[src/rtl/systolic_pkg.sv]
// Shared types and constants for systolic_feeder_2 and its pair buffer.
package systolic_pkg;

  localparam int unsigned DW_DEF    = 32;
  localparam int unsigned DEPTH_DEF = 8;

  typedef enum logic [1:0] {
    ST_LOAD  = 2'd0,
    ST_READY = 2'd1,
    ST_ISSUE = 2'd2
  } state_t;

  localparam logic [63:0] ZERO_WORD = 64'd0;

endpackage

[src/rtl/pair_buf.sv]
// DEPTH x W register file: one write port and one registered read port.
// Storage is deliberately not reset.
module pair_buf #(
  parameter int unsigned W     = 64,
  parameter int unsigned DEPTH = 8,
  parameter int unsigned AW    = 3
) (
  input  logic          clk,
  input  logic          i_we,
  input  logic [AW-1:0] i_waddr,
  input  logic [W-1:0]  i_wdata,
  input  logic [AW-1:0] i_raddr,
  output logic [W-1:0]  o_rdata
);

  logic [W-1:0] r_mem [DEPTH];

  always_ff @(posedge clk) begin
    if (i_we) r_mem[i_waddr] <= i_wdata;
    o_rdata <= r_mem[i_raddr];
  end

endmodule

[src/rtl/systolic_feeder_2.sv]
// Frame collector/replayer feeding systolic_2: loads up to DEPTH (x1,x2) pairs, issues them on go.
// Optional macro FEEDER_REPLAY_EN: keep the frame after issue and allow re-issue / explicit flush.
module systolic_feeder_2
  import systolic_pkg::*;
#(
  parameter int unsigned DW    = DW_DEF,
  parameter int unsigned DEPTH = DEPTH_DEF,
  parameter int unsigned AW    = $clog2(DEPTH)
) (
  input  logic          clk,
  input  logic          rst,
  input  logic          in_valid,
  output logic          in_ready,
  input  logic [DW-1:0] in_x1,
  input  logic [DW-1:0] in_x2,
  input  logic          in_last,
  input  logic          go,
  output logic          busy,
  output logic          start,
  output logic [DW-1:0] x01,
  output logic [DW-1:0] x02,
  output logic          done
);

  localparam int unsigned CW = AW + 1;

  state_t          r_state;
  logic [CW-1:0]   r_count;
  logic [CW-1:0]   r_idx;
  logic [AW-1:0]   r_rd_ptr;
  logic            w_hs;
  logic            w_frame_end;
  logic [2*DW-1:0] w_rdata;

  assign w_hs        = in_valid & in_ready & (r_state == ST_LOAD);
  assign w_frame_end = in_last | ((r_count + CW'(1)) == CW'(DEPTH));

  pair_buf #(
    .W     (2 * DW),
    .DEPTH (DEPTH),
    .AW    (AW)
  ) u_buf (
    .clk     (clk),
    .i_we    (w_hs),
    .i_waddr (r_count[AW-1:0]),
    .i_wdata ({in_x2, in_x1}),
    .i_raddr (r_rd_ptr),
    .o_rdata (w_rdata)
  );

  // rd_ptr runs one ahead of the output index so the registered read lands in time.
  always_ff @(posedge clk or negedge rst) begin
    if (!rst) begin
      r_state  <= ST_LOAD;
      r_count  <= '0;
      r_idx    <= '0;
      r_rd_ptr <= '0;
      in_ready <= 1'b0;
      busy     <= 1'b0;
      start    <= 1'b0;
      done     <= 1'b0;
      x01      <= DW'(ZERO_WORD);
      x02      <= DW'(ZERO_WORD);
    end else begin
      start <= 1'b0;
      done  <= 1'b0;
      case (r_state)
        ST_LOAD: begin
          in_ready <= 1'b1;
          if (w_hs) begin
            r_count <= r_count + CW'(1);
            if (w_frame_end) begin
              r_state  <= ST_READY;
              in_ready <= 1'b0;
            end
          end
        end
        ST_READY: begin
          in_ready <= 1'b0;
          if (go) begin
            r_state  <= ST_ISSUE;
            r_idx    <= '0;
            r_rd_ptr <= AW'(1);
          end
`ifdef FEEDER_REPLAY_EN
          else if (in_valid && in_last) begin
            r_count  <= '0;
            r_state  <= ST_LOAD;
            in_ready <= 1'b1;
          end
`endif
        end
        ST_ISSUE: begin
          if (r_idx < r_count) begin
            start    <= (r_idx == '0);
            busy     <= 1'b1;
            x01      <= w_rdata[DW-1:0];
            x02      <= w_rdata[2*DW-1:DW];
            r_idx    <= r_idx + CW'(1);
            r_rd_ptr <= r_rd_ptr + AW'(1);
          end else begin
            busy     <= 1'b0;
            done     <= 1'b1;
            x01      <= DW'(ZERO_WORD);
            x02      <= DW'(ZERO_WORD);
            r_rd_ptr <= '0;
`ifdef FEEDER_REPLAY_EN
            r_state  <= ST_READY;
`else
            r_state  <= ST_LOAD;
            r_count  <= '0;
            in_ready <= 1'b1;
`endif
          end
        end
        default: r_state <= ST_LOAD;
      endcase
    end
  end

endmodule
[config.mk]
export PLATFORM = sky130hd
export DESIGN_NAME = systolic_feeder_2
export DESIGN_NICKNAME = d
export VERILOG_FILES = /design/src/rtl/systolic_pkg.sv /design/src/rtl/pair_buf.sv /design/src/rtl/systolic_feeder_2.sv
export SDC_FILE = /design/constraint.sdc
export NUM_CORES = 1
export LEC_CHECK = 0
export CORE_MARGIN = 5
export CORE_UTILIZATION = 50
export CTS_CLUSTER_SIZE = 10
export DETAILED_ROUTE_END_ITERATION = 7
export GPL_TIMING_DRIVEN = 0
export MAX_ROUTING_LAYER = met4
export PLACE_DENSITY_LB_ADDON = 0.12
export SLEW_MARGIN = 20
export SYNTH_ARGS = -nofsm -noshare
export SYNTH_HDL_FRONTEND = slang
export SYNTH_SLANG_ARGS = --single-unit
[constraint.sdc]
create_clock -name clk -period 7.9 [get_ports clk]
set_clock_uncertainty 0.15 [all_clocks]
set_input_delay 1.58 -clock clk [delete_from_list [all_inputs] [get_ports clk]]
set_output_delay 1.58 -clock clk [all_outputs]
set_load 0.03 [all_outputs]
# Word level (Yosys, flattened, before mapping)
# Memories as Yosys holds them, arrays and structs flattened. A register that Yosys moved wholly into a read port is not among the register bits.
# Cells that the tools add are included.
[totals]
ff_bits = 81
ram_bits = 512
input_bits = 69
output_inout_bits = 68
elab_cells = 63
n_memories = 1
[memory_table]
columns = ["memory", "depth", "word_bits", "rd", "rd_ports_with_merged_regs", "write_ports", "line_no", "rtl"]
rows = [
  ["u_buf.r_mem", 8, 64, 1, 1, 1, "pair_buf.sv:16", "logic [W-1:0] r_mem [DEPTH];"],
]
[op_classes]
n_addsub = 3
n_lt_le_gt_ge = 1
eq_ne = 8
muxes = 27
bitwise_logic = 3
n_reduce_logical = 10
[op_table]
columns = ["cell", "n"]
rows = [
  ["32-bit 2-to-1 mux", 2],
  ["4-bit 2-to-1 mux", 4],
  ["4-bit case mux with 2 select lines", 2],
  ["1-bit 2-to-1 mux", 10],
  ["4-bit by 1-bit adder with 4-bit output (second input constant)", 2],
  ["2-bit 2-to-1 mux", 4],
  ["2-bit != test (second input constant)", 4],
  ["3-bit 2-to-1 mux", 2],
  ["2-bit case mux with 3 select lines", 1],
  ["3-bit case mux with 2 select lines", 1],
  ["3-bit AND reduction", 2],
  ["4-bit == test (second input constant)", 1],
  ["4-bit zero test", 1],
  ["4-bit less-than comparator", 1],
  ["2-bit AND reduction", 2],
  ["4-bit AND reduction", 1],
  ["2-bit nonzero test", 2],
  ["3-bit by 1-bit adder with 3-bit output (second input constant)", 1],
  ["1-bit case mux with 3 select lines", 1],
  ["3-bit nonzero test", 1],
  ["1-bit bitwise AND", 2],
  ["2-bit by 1-bit == test with 1-bit output (second input constant)", 1],
  ["2-bit == test (second input constant)", 1],
  ["2-bit zero test", 1],
  ["other kinds (2)", 2],
]

# Longest topological paths before layout
# Gate-level depths: netlist of run 1.
[logic_depth]
depth_word = 6
depth_mapped = 8
mapped_depth_nobuf = 7

# Hierarchy
# Synthesis of run 1 repeated with hierarchy kept, for this count alone.
[unflattened]
hier_cells = 1068
hier_area_um2 = 23832.9
[by_module_without_submodules]
columns = ["mod", "n_inst", "cells_per_inst", "area_per_inst_um2", "seq_area_each_um2"]
rows = [
  ["pair_buf", 1, 816, 20547.2, 16656.0],
  ["systolic_feeder_2", 1, 252, 3285.7, 2026.9],
]

# Worst setup path before layout of run 1
# OpenSTA, ideal clock, no wires.
[synth_timing]
path_type = "input to register"
from = "input port in_valid"
to = "memory u_buf.r_mem[0][0], enable pin"
setup_ps = 565
arrival_ps = 6443
required_time_ps = 7185
path_slack_ps = 743
path_stages = 3
n_path_buf = 0
path_cell_list = "nand2_1 or3_1 nor3_1"
[synth_via]
elab_chain_cells = 4
[synth_rtl]
columns = ["element", "line_no", "rtl"]
rows = [
  ["start: declaration", "systolic_feeder_2.sv:12", "input logic in_valid,"],
  ["1-bit bitwise AND (2 in a row)", "systolic_feeder_2.sv:35", "assign w_hs = in_valid & in_ready & (r_state == ST_LOAD);"],
  ["1-bit 2-to-1 mux", "pair_buf.sv:19", "if (i_we) r_mem[i_waddr] <= i_wdata;"],
  ["1-bit 2-to-1 mux (not written as such)", "pair_buf.sv:19", ""],
  ["end: declaration", "pair_buf.sv:16", ""],
]
# No other way between the ends.

# Final worst setup path of run 1
[layout_timing]
from = "input port in_valid"
to = "memory u_buf.r_mem[0][41], enable pin"
# Same word-level chain as after synthesis.

==> reports/metrics.yaml, run 1 <==
num_rows: 80
fin_cells: 2139
design_area_um2: 29300
initial_core_util_pct: 50.56
grt_util_met3_pct: 4.034
coreArea_um2: 47750
crit_buf_inv: 4
peakVddDrop_mv: 0.1710
path_class: "in -> reg"
avgSynthCellArea_um2: 20.07
min_period_ns: 4.073
cts_tree: "yes"
hold_buffers: 0
grt_use_total_pct: 20.28
io_buffers: 136
leakagePower_nw: 9.954
start_kind: "primary input"
final_util_pct: 61.37
powerDensity_nw_per_um2: 349.8
grt_pass1_wl_um: 78550
tightest_slew_ns: 0.8359
outcome: "finished clean"
async_flop_share_pct: 12.33
slew_violations: 0
cp-end-kind: "flop"
vias: 11890
synth_area_um2: 24140
syn_nets: 1284
dieHeight_um: 229.7
path_common_cell: "buf_4"
routabilityCongestion: 0.7684
synth_flop_cell: "edfxtp_1"
fmax_mhz: 245.5
htreeDepth: 3
die-area_um2: 52770
cts_root_buf: "clkbuf_16"
grt_max_degree: 53
grt_remaining_overflow: 0
grt_pass1_vias: 12610
drtIter0Drc: 1010
slowest_delay_ns: 0.66
synthCells: 1203
cts_resized: 0
die_w_um: 229.7
antenna_found_initial: 3
drc: 0
final-hold-violation-count: 0
yosysTopAreaCellShare_pct: 63.69
yosysWarnings: 0
ant_nets: 0
hpwl_um: 32880
synth_seq_cells: 657
cp_max_fo: 8
place_area_um2: 27050
synth_cell_types: 43
wl_per_cell_um: 23.91
dp.cells: 1996
globalRouteMet2Util_pct: 31.16
clk_latency_ns: 0.59
cp_top_family: "simple AND/OR/NAND/NOR gates"
cts_buffer_depth: 3
synthTopCellsByArea: "edfxtp_1 (64%), mux4_2 (12%), dfrtp_1 (8.4%)"
drt-vias-per-instance: 5.560
setup_viol: 0
p_total_mw: 10.25
cts.clk_slew.worst_paths_ns: 0.05
cts_setup_buffers: 0
required_ns: 8.04
min_period_over_period_pct: 51.55
grt_use_met1_pct: 28.58
rsz0062_at_grt: "false"
nets: 1539
numCtsBuffers: 75
ioPinCount: 137
top_usage_layer: "met2"
cp.arrival_ns: 4.21
drv_cap: 0
hp-class: "reg -> reg"
cp_cell_sequence: "clkdlybuf4s50_1 > nand2_1 > or3_1 > nor3_2 > buf_4 > buf_4 > buf_6"
first_pass_iters: 5
ys_seq_area_share_pct: 77.40
drt_wl_total_um: 51140
synth.largest_area_cell: "edfxtp_1"
drive_above_1_share_pct: 22.96
area_growth_pct: 21.38
slew-limit-headroom_pct: 44.28
synth-edff-count: 512
numClockSinks: 657
cp_slowest_cell: "nor3_2"
[cells in the mapped netlist, types with 5 or more instances]
library cell and number:
clkbuf_1 37, inv_1 72, dfrtp_1 81, o21ai_0 68, a21oi_1 5, nand3_1 68
mux4_2 128, nand2_1 9, dfxtp_1 64, ha_1 12, edfxtp_1 512, nor2_1 11
mux2_2 66, buf_2 17
[metal layers]
| metal | vias to the layer above | share of wire (%) | wire length [um] |
|---|---|---|---|
| li1 | 5275 | - | - |
| met1 | 6248 | 44 | 22690 |
| met2 | 302 | 48 | 24650 |
| met3 | 67 | 5.8 | 2979 |
| met4 | 0 | 1.6 | 816 |
| met5 | - | 0 | 0 |
[worst reg2reg max path: cells and delay by family (launching register included)]
| kind | cells | cell delay (ns) |
|---|---|---|
| AOI/OAI and AO/OA | 1 | 0.14 |
| adders and majority gates | 1 | 0.15 |
| buffers and inverters | 5 | 2.29 |
| DFF | 1 | 0.41 |
| and+or+nand+nor | 1 | 0.28 |
[registers in the layout (all words and copies together), names as in the netlist]
register	count
u_buf.r_mem	512
r_idx	4
u_buf.o_rdata	64
x02	32
done	1
r_state	2
in_ready	1
r_rd_ptr	3
busy	1
x01	32
r_count	4
start	1
[layout by cell type (no fill, tap or decap), drive strengths merged, types with 4 or more instances in the layout]
cell / netlist / routed
a21oi: 7 / 7
a22o: 4 / 4
buf: 25 / 68
clkbuf: 37 / 176
clkdlybuf4s50: 0 / 135
dfrtp: 81 / 81
dfxtp: 64 / 64
diode: 0 / 4
edfxtp: 512 / 512
ha: 12 / 12
inv: 72 / 72
mux2: 66 / 66
mux4: 128 / 128
nand2: 9 / 9
nand2b: 4 / 4
nand3: 68 / 68
nor2: 11 / 11
o21ai: 68 / 68
[cell families after synthesis]
group / after synthesis / synth area share, %
DFF: 657 / 77.40
adders and majority gates: 12 / 0.6220
and+or+nand+nor: 105 / 2.177
xor gates and xnor gates: 2 / 0.07258
buffers and inverters: 134 / 2.234
AOI/OAI and AO/OA: 96 / 2.353
muxes: 197 / 15.15
[report_power, final]
part           internal, mW  switching [mW]  total [mW]
Sequential             4.23           0.201        4.43
Combinational          1.19            1.46        2.64
Clock                  1.90            1.27        3.17
Total                  7.32            2.93        10.3
[cell type report]
| cell class | count | area, um^2 |
|---|---|---|
| Antenna cell | 4 | 10.01 |
| Buffer | 62 | 269.0 |
| Clock buffer | 139 | 2245 |
| Fill cell | 3442 | 18450 |
| Inverter | 72 | 270.3 |
| Multi-Input combinational cell | 412 | 4972 |
| Sequential cell | 657 | 18680 |
| Tap cell | 615 | 769.5 |
| Timing Repair Buffer | 178 | 2082 |
[worst paths after layout]
check | startpoint | to | slack [ns] | cells after the start
worst min register to register | u_buf.o_rdata[60]$_DFF_P_ | x02[28]$_DFFE_PN0P_ | 0.31 | 2
worst min-delay path | u_buf.o_rdata[60]$_DFF_P_ | x02[28]$_DFFE_PN0P_ | 0.31 | 2
worst max-delay path | in_valid | u_buf.r_mem[0][41]$_DFFE_PP_ | 3.83 | 7
max in group asynchronous | rst | x01[31]$_DFFE_PN0P_ | 6.25 | 2
min in group asynchronous | rst | x02[27]$_DFFE_PN0P_ | 0.74 | 1
worst max register to register | r_state[0]$_DFFE_PN0P_ | x02[18]$_DFFE_PN0P_ | 4.39 | 8
[stage by stage]
step | setup TNS, ns | hold slack (ns) | setup WS (ns)
2_1_floorplan | 0 | 0.2889 | 0.7426
4_1_cts | 0 | 0.3157 | 3.876
3_3_place_gp | -966.60 | 0.2945 | -4.889
6_report | 0 | 0.3142 | 3.827
3_5_place_dp | 0 | 0.3019 | 3.285
5_1_grt | 0 | 0.3355 | 3.748
No activity file was read; power rests on OpenSTA's default activity.
==> run 2: changes to the inputs <==
- clock period: 7.9 -> 4 ns (I/O delays scaled with it)
==> reports/metrics.yaml, run 2 (synthesis results as in run 1) <==
outcome: "finished clean"
drt-vias-per-instance: 5.595
cts_buffer_depth: 3
cp.arrival_ns: 4.09
io_buffers: 136
nets: 1535
powerDensity_nw_per_um2: 688.3
antenna_found_initial: 7
hpwl_um: 32970
path_class: "reg -> reg"
min_period_over_period_pct: 93.61
cp-end-kind: "flop"
numCtsBuffers: 75
fillCellCount: 3446
slew-limit-headroom_pct: 34.95
multiInputGateArea_um2: 4985
htreeDepth: 3
cts_tree: "yes"
die_w_um: 229.7
grt_pass1_vias: 12800
wl_per_cell_um: 24.40
ioPinCount: 137
rsz0062_at_grt: "false"
area_growth_pct: 21.74
final_cell_mix: "edfxtp_1 (512), clkdlybuf4s50_1 (135), mux4_2 (128)"
numClockSinks: 657
ant_nets: 0
hp-class: "reg -> reg"
start_kind: "flop"
worst_slack_ns: 0.2554
slew_violations: 0
clk_latency_ns: 0.59
cp_max_fo: 10
drtIter0Drc: 1032
seqCellArea_um2: 18680
grt_max_degree: 60
reg_top3: "u_buf.r_mem: 512 flops, u_buf.o_rdata: 64 flops"
setup_viol: 0
coreArea_um2: 47750
initial_core_util_pct: 50.56
dp_worst_setup_slack_ns: 0.2278
setup-tns-final_ns: 0
num_rows: 80
drt_wl_total_um: 52140
grt_remaining_overflow: 0
drc: 0
routabilityCongestion: 0.7524
cts.clk_slew.worst_paths_ns: 0.06
first_pass_iters: 5
grt_use_total_pct: 20.79
largest_reg_flops: 512
final-hold-violation-count: 0
die-area_um2: 52770
dieHeight_um: 229.7
tightest_slew_ns: 0.9757
fin_hold_ws_ns: 0.3106
cts_setup_buffers: 0
vias: 11960
regMostFlops: "u_buf.r_mem"
drv_cap: 0
required_ns: 4.34
peakVddDrop_mv: 0.3643
leakagePower_nw: 9.947
cts_root_buf: "clkbuf_16"
min_period_ns: 3.745
fmax_mhz: 267.1
grt_pass1_wl_um: 80230
layout_commonest_cell: "edfxtp_1"
drive_above_1_share_pct: 22.64
-- run 2: cell count changes in the layout (fill, tap and decap cells not counted) --
cell	change
buf_12	-1
nor3_4	+2
nor3_2	-2
buf_16	+5
inv_6	+1
diode_2	+3
buf_8	+10
buf_6	-7
buf_4	-12
dlygate4sd3_1	+1
clkbuf_16	-2
-- run 2: through the flow --
stage / util, % / total power, mW / cell area, um^2 / cells
final: 61.55 / 20.23 / 29390 / 2137
after CTS: 61.51 / 20.46 / 29370 / 2130
after floorplan: - / 12.20 / 24170 / 1203
after global routing: 61.55 / 21.21 / 29390 / 2137
after global placement: 55.08 / 14.07 / 26300 / 1954
after detailed placement: 56.88 / 14.26 / 27160 / 1991
-- run 2: area by class of cell --
class                      instances  area share [%]
sequential                       657           63.57
multi-input combinational        412           16.96
clock buffer                     137           7.468
timing repair buffer             174           7.455
tap                              615           2.618
inverter                          72          0.9196
buffer                            62          0.9154
antenna                            7         0.05960
clock inverter                     1         0.02980
-- run 2: metal layers --
metal	routed length, um	global-route usage [%]	up-vias
met5	0	-	-
met4	912	5.249	0
li1	-	-	5265
met1	23050	28.75	6328
met2	25220	32.13	296
met3	2960	4.688	68
-- run 2: timing repair --
item | 4_1_cts | 5_1_grt
resized for setup | 0 | 0
hold endpoints to repair | 22 | 0
hold buffers | 1 | 0
-- run 2: worst max-delay path: stages, from the launching register on --
cell,delay (ns)
dfrtp_1,0.42
inv_1,0.13
ha_1,0.15
clkbuf_1,0.65
buf_2,0.38
clkbuf_1,0.76
clkbuf_1,0.57
nand3_1,0.27
o21ai_0,0.15
-- run 2: report_power, final --
part           leakage [nW]  switching [mW]  internal (mW)  total [mW]
Clock                  1.05            2.51           3.68        6.18
Sequential             6.17           0.405           8.36        8.77
Combinational          2.73            2.91           2.37        5.28
Total                  9.95            5.83           14.4        20.2
-- run 2: final timing paths --
| check | start | to | slack [ns] | cells after the start |
|---|---|---|---|---|
| worst min-delay path | u_buf.o_rdata[10]$_DFF_P_ | x01[10]$_DFFE_PN0P_ | 0.31 | 2 |
| max in group asynchronous | rst | x01[23]$_DFFE_PN0P_ | 2.57 | 3 |
| worst max register to register | r_state[0]$_DFFE_PN0P_ | x02[1]$_DFFE_PN0P_ | 0.26 | 8 |
| min in group asynchronous | rst | x02[18]$_DFFE_PN0P_ | 0.51 | 2 |
| worst max-delay path | r_state[0]$_DFFE_PN0P_ | x02[1]$_DFFE_PN0P_ | 0.26 | 8 |
| worst min register to register | u_buf.o_rdata[10]$_DFF_P_ | x01[10]$_DFFE_PN0P_ | 0.31 | 2 |
==> run 3: changes to the inputs <==
- HOLD_SLACK_MARGIN: not set -> 0.1
==> results of run 3 <==
The final DEF is identical to that of run 2; final timing and power are the same.
==> variant: new RTL, flow settings as in run 1 <==
Build with the macro `FEEDER_REPLAY_EN` defined.
--- a/src/rtl/systolic_feeder_2.sv
+++ b/src/rtl/systolic_feeder_2.sv
@@ -1,5 +1,7 @@
 // Frame collector/replayer feeding systolic_2: loads up to DEPTH (x1,x2) pairs, issues them on go.
 // Optional macro FEEDER_REPLAY_EN: keep the frame after issue and allow re-issue / explicit flush.
+`define FEEDER_REPLAY_EN
+
 module systolic_feeder_2
   import systolic_pkg::*;
 #(
Formal check against the unedited RTL: not equivalent (a bounded check fails within 4 cycles, from zero or initial values and one cycle with rst low).
==> variant against run 1 <==
Clock power about the same. Count of clock-buffer cells in the layout is 1 lower. Sequential share of layout area grew 1.1 points. Via count fell by 6.4%. Wire length decreased by 2.0%. Die area decreased by 2.0%. Maximum frequency grew 0.42%. Critical endpoint is now u_buf.r_mem[1][43]$_DFFE_PP_. Design area is 1.7% lower. Synthesized area is 2.1% lower. Highest routed layer unchanged. Setup slack improved by 17 ps. Total power rose by 2.7%. Sequential cell count stayed put. Critical path type unchanged.
==> variant: results (changes against run 1) <==
Parameter                              Value

Yosys
  Sequential element share of the synthesized area    79.1% (+1.7 points)
  Synthesized area divided by synthesized cell count    22.4 um2 (+12%)
  Commonest cells post-synth    512 x edfxtp_1, 128 x mux4_2, 81 x dfrtp_1
  Total nets after synthesis    1,130 (-12%)
  Synth cell types    40 (-7.0%)
  Largest cells by area after synthesis    edfxtp_1 65%, mux4_2 12%, dfrtp_1 8.6%

Cells and area
  Total Nets Final    1,388 (-9.8%)
  Layout clock buffer count    138 (-0.72%)
  Layout Cells excl Fill    1,983 (-7.3%)
  Number of fillers in the final layout    3,294 (-4.3%)
  Clock-cell share of area    7.83% (+0.17 points)
  Nonclk inv count    6 (-92%)
  Signal buffers    235 (-2.1%)
  Diodes inserted    2 (-2)
  Multi-input combinational area share    16.4% (-0.55 points)
  Seq area share    64.9% (+1.1 points)
  Multi-input gates    336 (-18%)

Global route
  Largest net degree at the start of global routing    66 (+25%)
  Via count of the first global-routing pass    12,000 (-4.9%)
  Total routing resource utilization after global routing    20.6% (+0.36 points)
  Number of antenna violations at the first check in global routing    2 (-1)

Hold path
  Start point of the worst min-delay path    u_buf.o_rdata[5]$_DFF_P_
  Worst hold endpoint    x01[5]$_DFFE_PN0P_
  Min-Delay Path Depth    1 (-1)

Power
  Worst-case vdd ir drop    0.163 mV (-4.6%)
  Leakage Power    9.76 nW (-2.0%)

Placed design
  Placed instance count    1,841 (-7.8%)
  Routability Congestion    0.782 (+1.8%)
  Post-DP HPWL    31,200 um (-5.1%)

STA
  Worst slack on hold paths    295 ps (-19.0 ps)
  Worst slew pin tran    905 ps (+68.9 ps)

Routing
  Number of design-rule violations left by the first detailed-router iteration    1,003 (-0.69%)
  Routed wire length    50,100 um (-2.0%)
  Vias per Instance    5.62 (+1.0%)

Setup path
  Worst-case reg-to-reg path depth    9 (+1)
  Data arrival time of the worst path    4190 ps (-20 ps)
  Worst R2R End    u_buf.r_mem[1][43]$_DFFE_PP_

Clocking
  Clock buffers created by TritonCTS    76 (+1.3%)

Status
  Run status    completed
[variant: cell types whose count changed after synthesis, sizes merged, moves of 6 or more]
| cell | run 1 | this run |
|---|---|---|
| inv | 72 | 6 |
| nand3 | 68 | 2 |
| nand2 | 9 | 15 |
| o21ai | 68 | 5 |
| a22o | 4 | 65 |
| clkbuf | 37 | 27 |
[variant: worst max-delay path: stages]
cell and delay, ps:
clkdlybuf4s50_1 540, and4bb_2 320, nand2_1 250, nor3_2 590, buf_6 240, buf_6 150, buf_6 150, buf_4 160
buf_4 200
[variant: power breakdown]
| group | switching [mW] | internal, mW | leakage (nW) |
|---|---|---|---|
| Sequential | 0.213 | 4.28 | 6.21 |
| Clock | 1.27 | 1.90 | 1.07 |
| Combinational | 1.48 | 1.38 | 2.47 |
| Total | 2.96 | 7.56 | 9.76 |
[variant: worst max path at each step]
stage	slack, ps	cells past startpoint	from	to
final	3840	9	in_valid	u_buf.r_mem[1][43]$_DFFE_PP_
after global routing	3710	9	in_valid	u_buf.r_mem[1][30]$_DFFE_PP_
after CTS	3850	9	in_valid	u_buf.r_mem[1][32]$_DFFE_PP_
after detailed placement	3240	9	in_valid	u_buf.r_mem[1][43]$_DFFE_PP_
after global placement	-4740	4	in_valid	u_buf.r_mem[1][43]$_DFFE_PP_
after floorplan	860	3	in_valid	u_buf.r_mem[0][0]$_DFFE_PP_
[variant: through the flow]
stage	power [mW]	utilization (%)	setup TNS, ps	cell area [um2]
2_1_floorplan	6.41	-	0	23600
3_3_place_gp	7.39	55.2	-1024990	25800
3_5_place_dp	7.47	56.9	0	26500
4_1_cts	10.7	61.7	0	28800
5_1_grt	11.0	61.7	0	28800
6_report	10.5	61.7	0	28800
[variant: per-layer routing]
metal | part of all wire (%) | vias up | track usage [%] | wire (um)
met5 | 0 | - | - | 0
met4 | 1.6 | 0 | 5.65 | 822
met3 | 5.3 | 62 | 3.74 | 2630
met2 | 48 | 290 | 31.1 | 24200
met1 | 45 | 5901 | 29.7 | 22500
li1 | - | 4883 | - | -
[variant: logic make-up (layout without fill, tap and decap cells)]
| kind of cell | count (synthesis) | count (layout) | share of synthesized area, % |
|---|---|---|---|
| flops | 657 | 657 | 79.1 |
| mux | 194 | 194 | 15.3 |
| compound gates | 85 | 85 | 3.02 |
| buf+inv | 61 | 381 | 1.16 |
| simple gates | 49 | 49 | 1.03 |
| fa+ha+maj | 7 | 7 | 0.371 |
| xor+xnor | 1 | 1 | 0.0371 |
| other cells | 0 | 2 | 0 |
